`src/rtl/seq_magnitude_comparator.sv`:
```
// ---------------------------------------------------------------------------
// seq_magnitude_comparator
//   Multi-cycle magnitude comparator. It compares two WIDTH-bit operands
//   CHUNK bits per cycle, starting with the most significant chunk. The
//   compare can be unsigned or two's-complement signed.
//
//   Optional feature macro: SEQ_CMP_EARLY_EXIT_EN
//     defined   : the compare finishes on the first chunk that differs, so
//                 latency is 1..NUM_CHUNKS cycles
//     undefined : constant time; done always follows NUM_CHUNKS cycles
//                 after the start edge
//
// Ports
//   clk          system clock, rising edge
//   reset        synchronous, active-high reset (takes priority over start)
//   start        compare request, sampled only while idle
//   signed_mode  1 = two's-complement compare, 0 = unsigned (latched with start)
//   a, b         operands, latched with start
//   busy         high while a compare is in progress
//   done         one-cycle pulse when eq/lt/gt become valid
//   eq, lt, gt   result flags, held until the next accepted start or reset
// ---------------------------------------------------------------------------
module seq_magnitude_comparator #(
  parameter int unsigned WIDTH = 32,
  parameter int unsigned CHUNK = 8
) (
  input  logic             clk,
  input  logic             reset,
  input  logic             start,
  input  logic             signed_mode,
  input  logic [WIDTH-1:0] a,
  input  logic [WIDTH-1:0] b,
  output logic             busy,
  output logic             done,
  output logic             eq,
  output logic             lt,
  output logic             gt
);

  localparam int unsigned NUM_CHUNKS = WIDTH / CHUNK;
  localparam int unsigned IDX_W      = (NUM_CHUNKS > 1) ? $clog2(NUM_CHUNKS) : 1;
  localparam logic [CHUNK-1:0] SIGN_BIT = CHUNK'(1) << (CHUNK - 1);

  typedef enum logic {
    IDLE,
    COMPARE
  } state_t;

  state_t           state;
  logic [WIDTH-1:0] a_q;
  logic [WIDTH-1:0] b_q;
  logic             signed_q;
  logic [IDX_W-1:0] idx_q;
`ifndef SEQ_CMP_EARLY_EXIT_EN
  logic             decided_q;
`endif

  logic [CHUNK-1:0] chunk_a_c;
  logic [CHUNK-1:0] chunk_b_c;
  logic [CHUNK-1:0] sign_flip_c;
  logic             top_c;
  logic             last_c;
  logic             lt_c;
  logic             gt_c;
  int unsigned      shift_c;

  // Current chunk compare. A signed top chunk becomes an unsigned compare
  // once its sign bits are inverted (offset-binary ordering).
  always_comb begin
    top_c       = (idx_q == IDX_W'(NUM_CHUNKS - 1));
    last_c      = (idx_q == '0);
    shift_c     = CHUNK * 32'(idx_q);
    sign_flip_c = (signed_q && top_c) ? SIGN_BIT : '0;
    chunk_a_c   = CHUNK'(a_q >> shift_c) ^ sign_flip_c;
    chunk_b_c   = CHUNK'(b_q >> shift_c) ^ sign_flip_c;
    lt_c        = (chunk_a_c < chunk_b_c);
    gt_c        = (chunk_a_c > chunk_b_c);
  end

  // Control FSM, operand latches and registered result flags.
  always_ff @(posedge clk) begin
    if (reset) begin
      state     <= IDLE;
      a_q       <= '0;
      b_q       <= '0;
      signed_q  <= 1'b0;
      idx_q     <= '0;
      busy      <= 1'b0;
      done      <= 1'b0;
      eq        <= 1'b0;
      lt        <= 1'b0;
      gt        <= 1'b0;
`ifndef SEQ_CMP_EARLY_EXIT_EN
      decided_q <= 1'b0;
`endif
    end else begin
      case (state)
        IDLE: begin
          done <= 1'b0;
          if (start) begin
            a_q       <= a;
            b_q       <= b;
            signed_q  <= signed_mode;
            idx_q     <= IDX_W'(NUM_CHUNKS - 1);
            busy      <= 1'b1;
            eq        <= 1'b0;
            lt        <= 1'b0;
            gt        <= 1'b0;
`ifndef SEQ_CMP_EARLY_EXIT_EN
            decided_q <= 1'b0;
`endif
            state     <= COMPARE;
          end
        end

        COMPARE: begin
`ifdef SEQ_CMP_EARLY_EXIT_EN
          if (lt_c || gt_c) begin
            lt    <= lt_c;
            gt    <= gt_c;
            busy  <= 1'b0;
            done  <= 1'b1;
            state <= IDLE;
          end else if (last_c) begin
            eq    <= 1'b1;
            busy  <= 1'b0;
            done  <= 1'b1;
            state <= IDLE;
          end else begin
            idx_q <= idx_q - IDX_W'(1);
          end
`else
          // First difference wins; later chunks are walked only for timing.
          if (!decided_q && (lt_c || gt_c)) begin
            lt        <= lt_c;
            gt        <= gt_c;
            decided_q <= 1'b1;
          end
          if (last_c) begin
            if (!decided_q && !lt_c && !gt_c) begin
              eq <= 1'b1;
            end
            busy  <= 1'b0;
            done  <= 1'b1;
            state <= IDLE;
          end else begin
            idx_q <= idx_q - IDX_W'(1);
          end
`endif
        end

        default: begin
          state <= IDLE;
        end
      endcase
    end
  end

endmodule

```
`config.mk`:
```
export PLATFORM = sky130hd
export DESIGN_NAME = seq_magnitude_comparator
export DESIGN_NICKNAME = d
export VERILOG_FILES = /design/src/rtl/seq_magnitude_comparator.sv
export SDC_FILE = /design/constraint.sdc
export NUM_CORES = 1
export LEC_CHECK = 0
export BUFFER_PORTS_ARGS = -buffer_cell sky130_fd_sc_hd__buf_2
export CAP_MARGIN = 40
export CORE_ASPECT_RATIO = 1.4
export CORE_MARGIN = 2
export CORE_UTILIZATION = 54
export CTS_BUF_LIST = sky130_fd_sc_hd__clkbuf_8 sky130_fd_sc_hd__clkbuf_16
export DETAILED_ROUTE_END_ITERATION = 10
export PLACE_DENSITY_LB_ADDON = 0.25
export REMOVE_ABC_BUFFERS = 1
export SLEW_MARGIN = 20
export SYNTH_ARGS = -nofsm -noshare
export SYNTH_HDL_FRONTEND = slang
export SYNTH_SLANG_ARGS = --single-unit
export TNS_END_PERCENT = 5
```
`constraint.sdc`:
```
create_clock -name clk -period 3 [get_ports clk]
set_input_delay 0.3 -clock clk [delete_from_list [all_inputs] [get_ports clk]]
set_output_delay 0.3 -clock clk [all_outputs]
set_load 0.1 [all_outputs]
```
# After elaboration in Yosys (flattened, before gate mapping)

Cells that the tools add are included.

Register bits: 74
Bits in read-only memories: 0
Memory bits (writable): 0
Word-level logic and storage cells: 61
Bits in latches: 0
Output and inout bits: 5
Memories kept: 0

Divide/modulo/power cells: 0
Bitwise operators: 3
Eq/ne operators: 6
Reduce and logical (&&, ||, !) cells: 14
Multiply operators: 0
$lt $le $gt $ge: 2
Shifts and indexed selects: 2
Muxes and demuxes: 22
Add/subtract/negate cells: 1

Operators with widths:

| cell                                                   | count |
|---|---|
| >> shifter 32 x 5 -> 8 bit                             | 2 |
| bitwise XOR 8 bit                                      | 2 |
| case mux 1 bit (2 select lines)                        | 7 |
| 2-to-1 mux 1 bit                                       | 11 |
| > comparator 8 bit                                     | 1 |
| less-than comparator 8 bit                             | 1 |
| 2-to-1 mux 8 bit                                       | 1 |
| AND reduction 2 bit                                    | 4 |
| inequality test 2 x 1 -> 1 bit (second input constant) | 3 |
| logical AND 1 bit                                      | 4 |
| 2-to-1 mux 2 bit                                       | 2 |
| inequality test 2 bit (second input constant)          | 2 |
| case mux 2 bit (2 select lines)                        | 1 |
| zero test 1 bit                                        | 3 |
| AND reduction 3 bit                                    | 1 |
| equality test 2 bit (second input constant)            | 1 |
| zero test 2 bit                                        | 1 |
| subtractor 2 x 1 -> 2 bit (second input constant)      | 1 |
| logical OR 1 bit                                       | 1 |
| NOT 1 bit                                              | 1 |

# Longest topological paths before layout

Gate-level depths: netlist of run 1.

Word-level depth: 11
Gate-level depth with buffers: 9

# Worst setup path before layout of run 1

No wires, ideal clock.

Path kind: register to register
Start point: register idx_q[0]
End point: register gt
Stages on the path, launching flop included: 9
Data arrival time: 2.082 ns
Buffers on the path: 2
Path slack: 0.798 ns
Library setup time: 0.120 ns
Path through: dfxtp_1 -> buf_6 -> buf_6 -> mux4_2 -> ha_1 -> nor2b_1 -> o211ai_1 -> a21oi_1 -> o31a_1

Word-level cells in the longest chain between the ends: 9
Elaborated cells on any way between the ends: 15
Classes of those cells: 2 x order compare; 2 x eq/ne; 2 x shift; 3 x mux; 2 x bitwise; 4 x reduce/logical

RTL lines:

| what                                                               | line | RTL |
|---|---|---|
| start: declaration                                                 | 53   | `logic [IDX_W-1:0] idx_q;` |
| start signal: assignment                                           | 104  | `idx_q <= IDX_W'(NUM_CHUNKS - 1);` |
| start signal: assignment                                           | 147  | `idx_q <= idx_q - IDX_W'(1);` |
| branches (longest 9 deep; another with less-than comparator 8 bit) | -    |  |
| end signal: assignment                                             | 136  | `gt <= gt_c;` |
| end: declaration                                                   | 37   | `output logic gt` |

Parallel ways; which one is timed is not known. The select of a mux whose other input is x is not followed.
A chain may end at the register's enable or synchronous reset.

# Final worst setup path of run 1

Start point: register idx_q[0]
End point: register eq

Word-level cells in the longest chain between the ends: 10
Elaborated cells on any way between the ends: 17
Classes of those cells: 2 x order compare; 3 x eq/ne; 2 x shift; 1 x mux; 2 x bitwise; 7 x reduce/logical

RTL lines:

| what                                                               | line | RTL |
|---|---|---|
| branches (longest 9 deep; another with less-than comparator 8 bit) | -    |  |
| AND reduction 3 bit (no source line) *                             | -    |  |
| end signal: assignment                                             | 90   | `eq <= 1'b0;` |
| end signal: assignment                                             | 106  | `eq <= 1'b0;` |
| end signal: assignment                                             | 141  | `eq <= 1'b1;` |
| end: declaration                                                   | 35   | `output logic eq,` |

Mark *: on every way between the ends.

==> results.py, run 1 <==
metrics = {
    "status": {
        "status": "completed",
    },
    "routing": {
        "wl_per_cell_um": 13.2,
        "wl_met2_mm": 3.36,
        "met1Wirelength_mm": 2.97,
        "met3_length_um": 325,
        "via_per_inst": 5.37,
        "drtPass1Iterations": 4,
        "dr.first_iter.drc_count": 194,
        "finalWirelength_mm": 6.79,
        "highest_layer": "met4",
        "drc": 0,
        "postRouteAntennaNets": 0,
        "vias": 2757,
    },
    "logic_synthesis": {
        "synthTopCellsByCount": "nand2_1, dfxtp_1, a21oi_1",
        "synth_area_leaders": "dfxtp_1, nand2_1, a21oi_1",
        "ys_warn_count": 0,
        "yosysMostFrequentCell": "nand2_1",
        "synthArstFlopShare": 0,
        "synth_flop_cell": "dfxtp_1",
        "syn-instance-count": 376,
        "ys_types": 32,
        "synth_edf_count": 0,
        "seq_area_frac_synth": 0.450,
        "synth_top_area_share": 0.450,
        "synth_area_um2": 3290,
        "ys_seq_elements": 74,
        "yosys.area.top_type": "dfxtp_1",
        "synth_area_per_cell_um2": 8.75,
    },
    "timing": {
        "finalSetupViolCount": 0,
        "finalMaxSlewViolations": 0,
        "rsz0062_at_grt": "no",
        "finalWorstSetupSlack_ps": 521,
        "setup_tns_ps": 0,
        "finalHoldViolations": 0,
        "fin_crit_ps": 2480,
        "max_slew_margin": 0.521,
        "clock_skew_ps": 9.95,
        "timing.final.crit_share": 0.826,
        "max_freq_ghz": 0.403,
        "tightest_slew_ps": 717,
    },
    "cts": {
        "clockBufferDepth": 2,
        "cts_buffers": 9,
        "cts_setup_buffers": 0,
        "hold_buffers": 0,
        "clk_pin_slew_ps": 70,
        "clock-root-buffer": "clkbuf_8",
        "cts_tree": "done",
        "h-tree-depth": 3,
        "clock_sinks": 74,
        "cts_resized": 0,
        "clock_latency_ps": 350,
    },
    "floorplanning": {
        "core-area_um2": 5860,
        "die_h_um": 96.3,
        "io_pins": 73,
        "start_util": 0.561,
        "rows": 33,
        "die-width_um": 70.0,
        "dieArea_um2": 6740,
    },
    "worst_setup_path": {
        "critPathLaunch": "idx_q[0]",
        "cp.depth": 7,
        "crit_family": "compound AO/OA/AOI/OAI gates",
        "critPathCaptureType": "flop",
        "reg2reg_from": "idx_q[0]",
        "cp.required_ps": 3230,
        "path_max_fanout": 8,
        "r2r-end": "eq",
        "cp_slowest_cell": "mux4_2",
        "cp-endpoint": "eq",
        "reg2reg_depth": 7,
        "crit_type": "reg -> reg",
        "r2r_slack_ps": 520,
        "arrival_ps": 2710,
        "startpoint_type": "flop",
        "cp_slowest_stage_delay_ps": 510,
        "path_buf_inv": 1,
        "worstPathCellList": "buf_4 > mux4_2 > ha_1 > a21oi_1 > o21ai_0 > nand3b_1 > a32o_1",
    },
    "grt": {
        "grt_pass1_vias": 2611,
        "grt_overflow": 0,
        "grt_pass1_wl_mm": 11.4,
        "grt_max_degree": 50,
        "track_usage": 0.214,
        "antenna_found_initial": 0,
    },
    "place": {
        "io_buffers": 72,
        "hpwl_mm": 4.76,
        "gp_congestion": 0.829,
        "place_ws_ps": 562,
    },
    "pwr": {
        "swShare": 0.273,
        "p_per_area_nw_per_um2": 611,
        "power.total_mw": 2.37,
        "comb_power_share": 0.182,
        "p_seq_frac": 0.463,
        "ir_drop_mv": 0.451,
        "p_leak_nw": 1.64,
        "switchingPower_mw": 0.647,
        "clkPwrFrac": 0.355,
        "power.internal_mw": 1.72,
    },
    "min_path": {
        "hold_path_class": "in -> reg",
    },
    "cells_and_area": {
        "final_net_count": 517,
        "drive_gt1_frac": 0.246,
        "syn_to_final_growth_pct": 17.7,
        "diodes": 0,
    },
    "run": {
        "cap_violations": 0,
    },
}
-- routing by layer --
metal  vias to the layer above  global-route usage
met1                      1282               0.261
li1                       1400                   -
met3                        12              0.0366
met2                        63               0.360
met5                         -                   0
met4                         0               0.122
-- layout by cell type (no fill, tap or decap) --
master	synthesis	final
nand2_1	134	134
dfxtp_1	74	74
a21oi_1	73	73
buf_2	5	72
mux4_2	11	11
inv_1	10	10
ha_1	10	10
clkbuf_8	0	10
buf_4	3	6
mux4_1	5	5
a211oi_1	4	4
nand2b_1	4	3
xor2_1	2	2
nor3_1	2	2
o21ai_0	2	2
nand4_1	2	2
bufinv_16	0	2
clkinv_2	0	2
buf_12	0	2
xnor2_1	1	1
nor2b_4	0	1
nand2b_2	0	1
o21bai_1	1	1
o211a_1	1	1
nor2b_1	1	1
o211ai_1	1	1
nand3b_1	1	1
and2b_1	1	1
nor4_1	1	1
a32o_1	1	1
nand3_1	1	1
or3_1	1	1
o22ai_1	1	1
o31a_1	1	1
mux2_2	1	1
clkinv_4	0	1
-- per-stage QoR --
stage                     cell area [µm²]  std cells  hold slack (ps)   util
after floorplan                      3110        348              369      -
after global placement               3630        497              439  0.620
after detailed placement             3630        497              444  0.620
after CTS                            3850        512              167  0.657
after global routing                 3870        513              174  0.660
final                                3870        513              168  0.660
-- power groups by stage --
| stage | logic, mW | registers (mW) | clock network [mW] |
|---|---|---|---|
| after detailed placement | 0.425 | 1.12 | 0 |
| after global placement | 0.412 | 1.12 | 0 |
| after floorplan | 0.239 | 1.16 | 0 |
| after CTS | 0.429 | 1.10 | 0.849 |
| final | 0.430 | 1.10 | 0.840 |
| after global routing | 0.480 | 1.11 | 0.882 |
-- cell type report --
class / instances / area [µm²]
tap: 70 / 87.6
fill: 525 / 1990
clock buffer: 10 / 138
multi-input combinational: 264 / 1600
sequential: 74 / 1480
clock inverter: 5 / 78.8
inverter: 10 / 37.5
timing repair buffer: 80 / 445
-- flip-flops by register name, summed over array words and instances (netlist names) --
| register | cells |
|---|---|
| done | 1 |
| eq | 1 |
| state | 1 |
| idx_q | 2 |
| decided_q | 1 |
| signed_q | 1 |
| busy | 1 |
| gt | 1 |
| lt | 1 |
| a_q | 32 |
| b_q | 32 |
-- cells by family after synthesis --
| family | share of synthesized area |
|---|---|
| multiplexers | 0.119 |
| buffers and inverters | 0.0647 |
| AO/OA/AOI/OAI | 0.138 |
| adder cells (fa/ha/maj) | 0.0380 |
| flip-flops | 0.450 |
| XOR/XNOR | 0.00799 |
| AND/OR/NAND/NOR | 0.182 |
-- how the worst min path moves through the flow --
stage | from | endpoint | slack, ps | depth (start not counted)
detailed placement | b_q[10] | b_q[10] | 440 | 2
floorplan | reset | a_q[0] | 370 | 1
global route | reset | b_q[2] | 170 | 2
global placement | b_q[28] | b_q[28] | 440 | 2
finish | reset | b_q[2] | 170 | 2
CTS | a[23] | a_q[23] | 170 | 3
Note: power is estimated with default switching activity, not from simulation.
==> inputs of run 2 (changes only) <==
--- a/config.mk
+++ b/config.mk
@@ -5,6 +5,7 @@
 export SDC_FILE = /design/constraint.sdc
 export NUM_CORES = 1
 export LEC_CHECK = 0
+export ABC_AREA = 1
 export BUFFER_PORTS_ARGS = -buffer_cell sky130_fd_sc_hd__buf_2
 export CAP_MARGIN = 40
 export CORE_ASPECT_RATIO = 1.4
==> constraint.sdc (replaced) <==
create_clock -name clk -period 2.4 [get_ports clk]
set_input_delay 0.24 -clock clk [delete_from_list [all_inputs] [get_ports clk]]
set_output_delay 0.24 -clock clk [all_outputs]
set_load 0.1 [all_outputs]
==> results.py, run 2 <==
metrics = {
    "routing": {
        "vias": 3071,
        "drtPass1Iterations": 4,
        "wl_per_cell_um": 12.2,
        "drc": 0,
        "finalWirelength_mm": 7.27,
        "via_per_inst": 5.17,
        "postRouteAntennaNets": 0,
        "dr.first_iter.drc_count": 166,
    },
    "logic_synthesis": {
        "synthArstFlopShare": 0,
        "ys_types": 26,
        "synthTopCellsByCount": "nor2_1, o21ai_0, dfxtp_1",
        "synth_edf_count": 0,
        "synth_top_area_share": 0.451,
        "synth_area_um2": 3280,
        "yosys.area.top_type": "dfxtp_1",
        "ys_warn_count": 0,
        "synth_area_per_cell_um2": 7.19,
        "syn-instance-count": 457,
        "synth_area_leaders": "dfxtp_1, nor2_1, o21ai_0",
        "seq_area_frac_synth": 0.451,
        "synth_flop_cell": "dfxtp_1",
        "ys_seq_elements": 74,
        "yosysMostFrequentCell": "nor2_1",
    },
    "pwr": {
        "p_leak_nw": 1.79,
        "p_per_area_nw_per_um2": 807,
        "ir_drop_mv": 0.454,
    },
    "timing": {
        "finalMaxSlewViolations": 0,
        "clock_skew_ps": 9.27,
        "max_slew_margin": 0.680,
        "finalSetupViolCount": 0,
        "fin_crit_ps": 2160,
        "finalHoldViolations": 0,
        "rsz0062_at_grt": "no",
        "tightest_slew_ps": 483,
        "hold_slack_ps": 131,
        "max_freq_ghz": 0.462,
        "timing.final.crit_share": 0.902,
    },
    "grt": {
        "grt_pass1_wl_mm": 12.3,
        "track_usage": 0.231,
        "grt_max_degree": 69,
        "antenna_found_initial": 0,
        "grt_pass1_vias": 2841,
        "grt_overflow": 0,
    },
    "cts": {
        "hold_buffers": 0,
        "h-tree-depth": 3,
        "cts_buffers": 9,
        "clock_latency_ps": 350,
        "cts_tree": "done",
        "clk_pin_slew_ps": 80,
        "clockBufferDepth": 2,
        "clock_sinks": 74,
        "cts_setup_buffers": 0,
        "clock-root-buffer": "clkbuf_8",
    },
    "run": {
        "cap_violations": 0,
    },
    "place": {
        "placed_cells": 577,
        "io_buffers": 72,
        "hpwl_mm": 5.05,
        "gp_congestion": 0.822,
    },
    "cells_and_area": {
        "diodes": 0,
        "instances_no_fill": 594,
        "fillers": 542,
        "syn_to_final_growth_pct": 19.1,
        "final_net_count": 597,
        "top_regs": "a_q x32, b_q x32, idx_q x2",
        "final_cell_mix": "nor2_1, o21ai_0, dfxtp_1",
        "drive_gt1_frac": 0.208,
        "final_common_cell": "nor2_1",
    },
    "worst_setup_path": {
        "startpoint_type": "flop",
        "cp.required_ps": 2640,
        "worstPathCellList": "buf_8 > o21ai_0 > o22ai_1 > xor2_1 > ha_1 > a21o_1 > nor2_1 > nand3_1 > nand4_1 > a21oi_1",
        "arrival_ps": 2400,
        "reg2reg_from": "idx_q[0]",
        "cp_slowest_stage_delay_ps": 380,
        "critPathLaunch": "idx_q[0]",
        "critPathCaptureType": "flop",
        "cp_slowest_cell": "dfxtp_2",
        "crit_type": "reg -> reg",
        "path_max_fanout": 21,
    },
    "floorplanning": {
        "start_util": 0.560,
        "io_pins": 73,
        "dieArea_um2": 6730,
        "die-width_um": 69.9,
        "core-area_um2": 5860,
        "die_h_um": 96.3,
        "rows": 33,
    },
    "min_path": {
        "hold_path_class": "in -> reg",
        "hp-start": "a[17]",
    },
    "status": {
        "status": "completed",
    },
}
-- run 2: cell count changes in the layout (fill, tap and decap cells not counted), sizes merged, moves of 4 or more --
cell / delta
a211oi: -4
a21oi: -59
a32o: +6
inv: +9
mux4: -16
nand2: -88
nand2b: -4
nor2: +154
o21ai: +83
o22ai: +8
-- run 2: through the flow --
stage	area, µm²	util	power [mW]	TNS [ps]	setup WS, ps
3_5_place_dp	3650	0.623	2.11	0	220
4_1_cts	3870	0.660	3.16	0	158
2_1_floorplan	3120	-	1.89	-625	-189
3_3_place_gp	3650	0.623	2.09	0	293
5_1_grt	3910	0.667	3.34	0	36.1
6_report	3910	0.667	3.16	0	236
-- run 2: kinds of logic after synthesis --
family	synth area share
xor+xnor	0.00533
simple gates	0.238
flops	0.451
buf+inv	0.0697
fa+ha+maj	0.0381
compound gates	0.198
-- run 2: layer usage --
metal	up-vias	wire length [µm]	GRT usage	part of all wire
li1	1614	-	-	-
met1	1385	3110	0.259	0.43
met2	56	3710	0.420	0.51
met3	16	287	0.0503	0.039
met4	0	156	0.107	0.021
met5	-	0	0	0
-- run 2: area by class of cell --
| type | count | area [µm²] | area share |
|---|---|---|---|
| Multi-Input combinational cell | 334 | 1580 | 0.403 |
| Sequential cell | 74 | 1480 | 0.379 |
| Timing Repair Buffer | 82 | 475 | 0.122 |
| Clock buffer | 10 | 138 | 0.0352 |
| Tap cell | 70 | 87.6 | 0.0224 |
| Clock inverter | 6 | 81.3 | 0.0208 |
| Inverter | 18 | 70.1 | 0.0179 |
-- run 2: path summary, 6_finish.rpt --
check / endpoint / slack (ps) / depth (start not counted)
setup reg to reg: gt / 240 / 10
hold / removal: a_q[17] / 130 / 3
hold reg to reg: eq / 480 / 2
setup / recovery: gt / 240 / 10
-- run 2: report_power, final --
part	total, mW	switching [mW]	internal [mW]
Combinational	0.701	0.425	0.276
Sequential	1.40	0.0612	1.34
Clock	1.06	0.452	0.606
-- run 2: critical path, delay by kind of cell (launching register included) --
family | cells | cell delay, ps
DFF | 1 | 380
adders and majority gates | 1 | 260
and+or+nand+nor | 3 | 470
AOI/OAI and AO/OA | 4 | 580
xor gates and xnor gates | 1 | 180
buffers and inverters | 1 | 180
-- run 2: timing repair --
action | in CTS | in global routing
endpoints found under the setup margin | 0 | 4
endpoints found under the hold margin | 0 | 0
gates resized for setup | 0 | 8
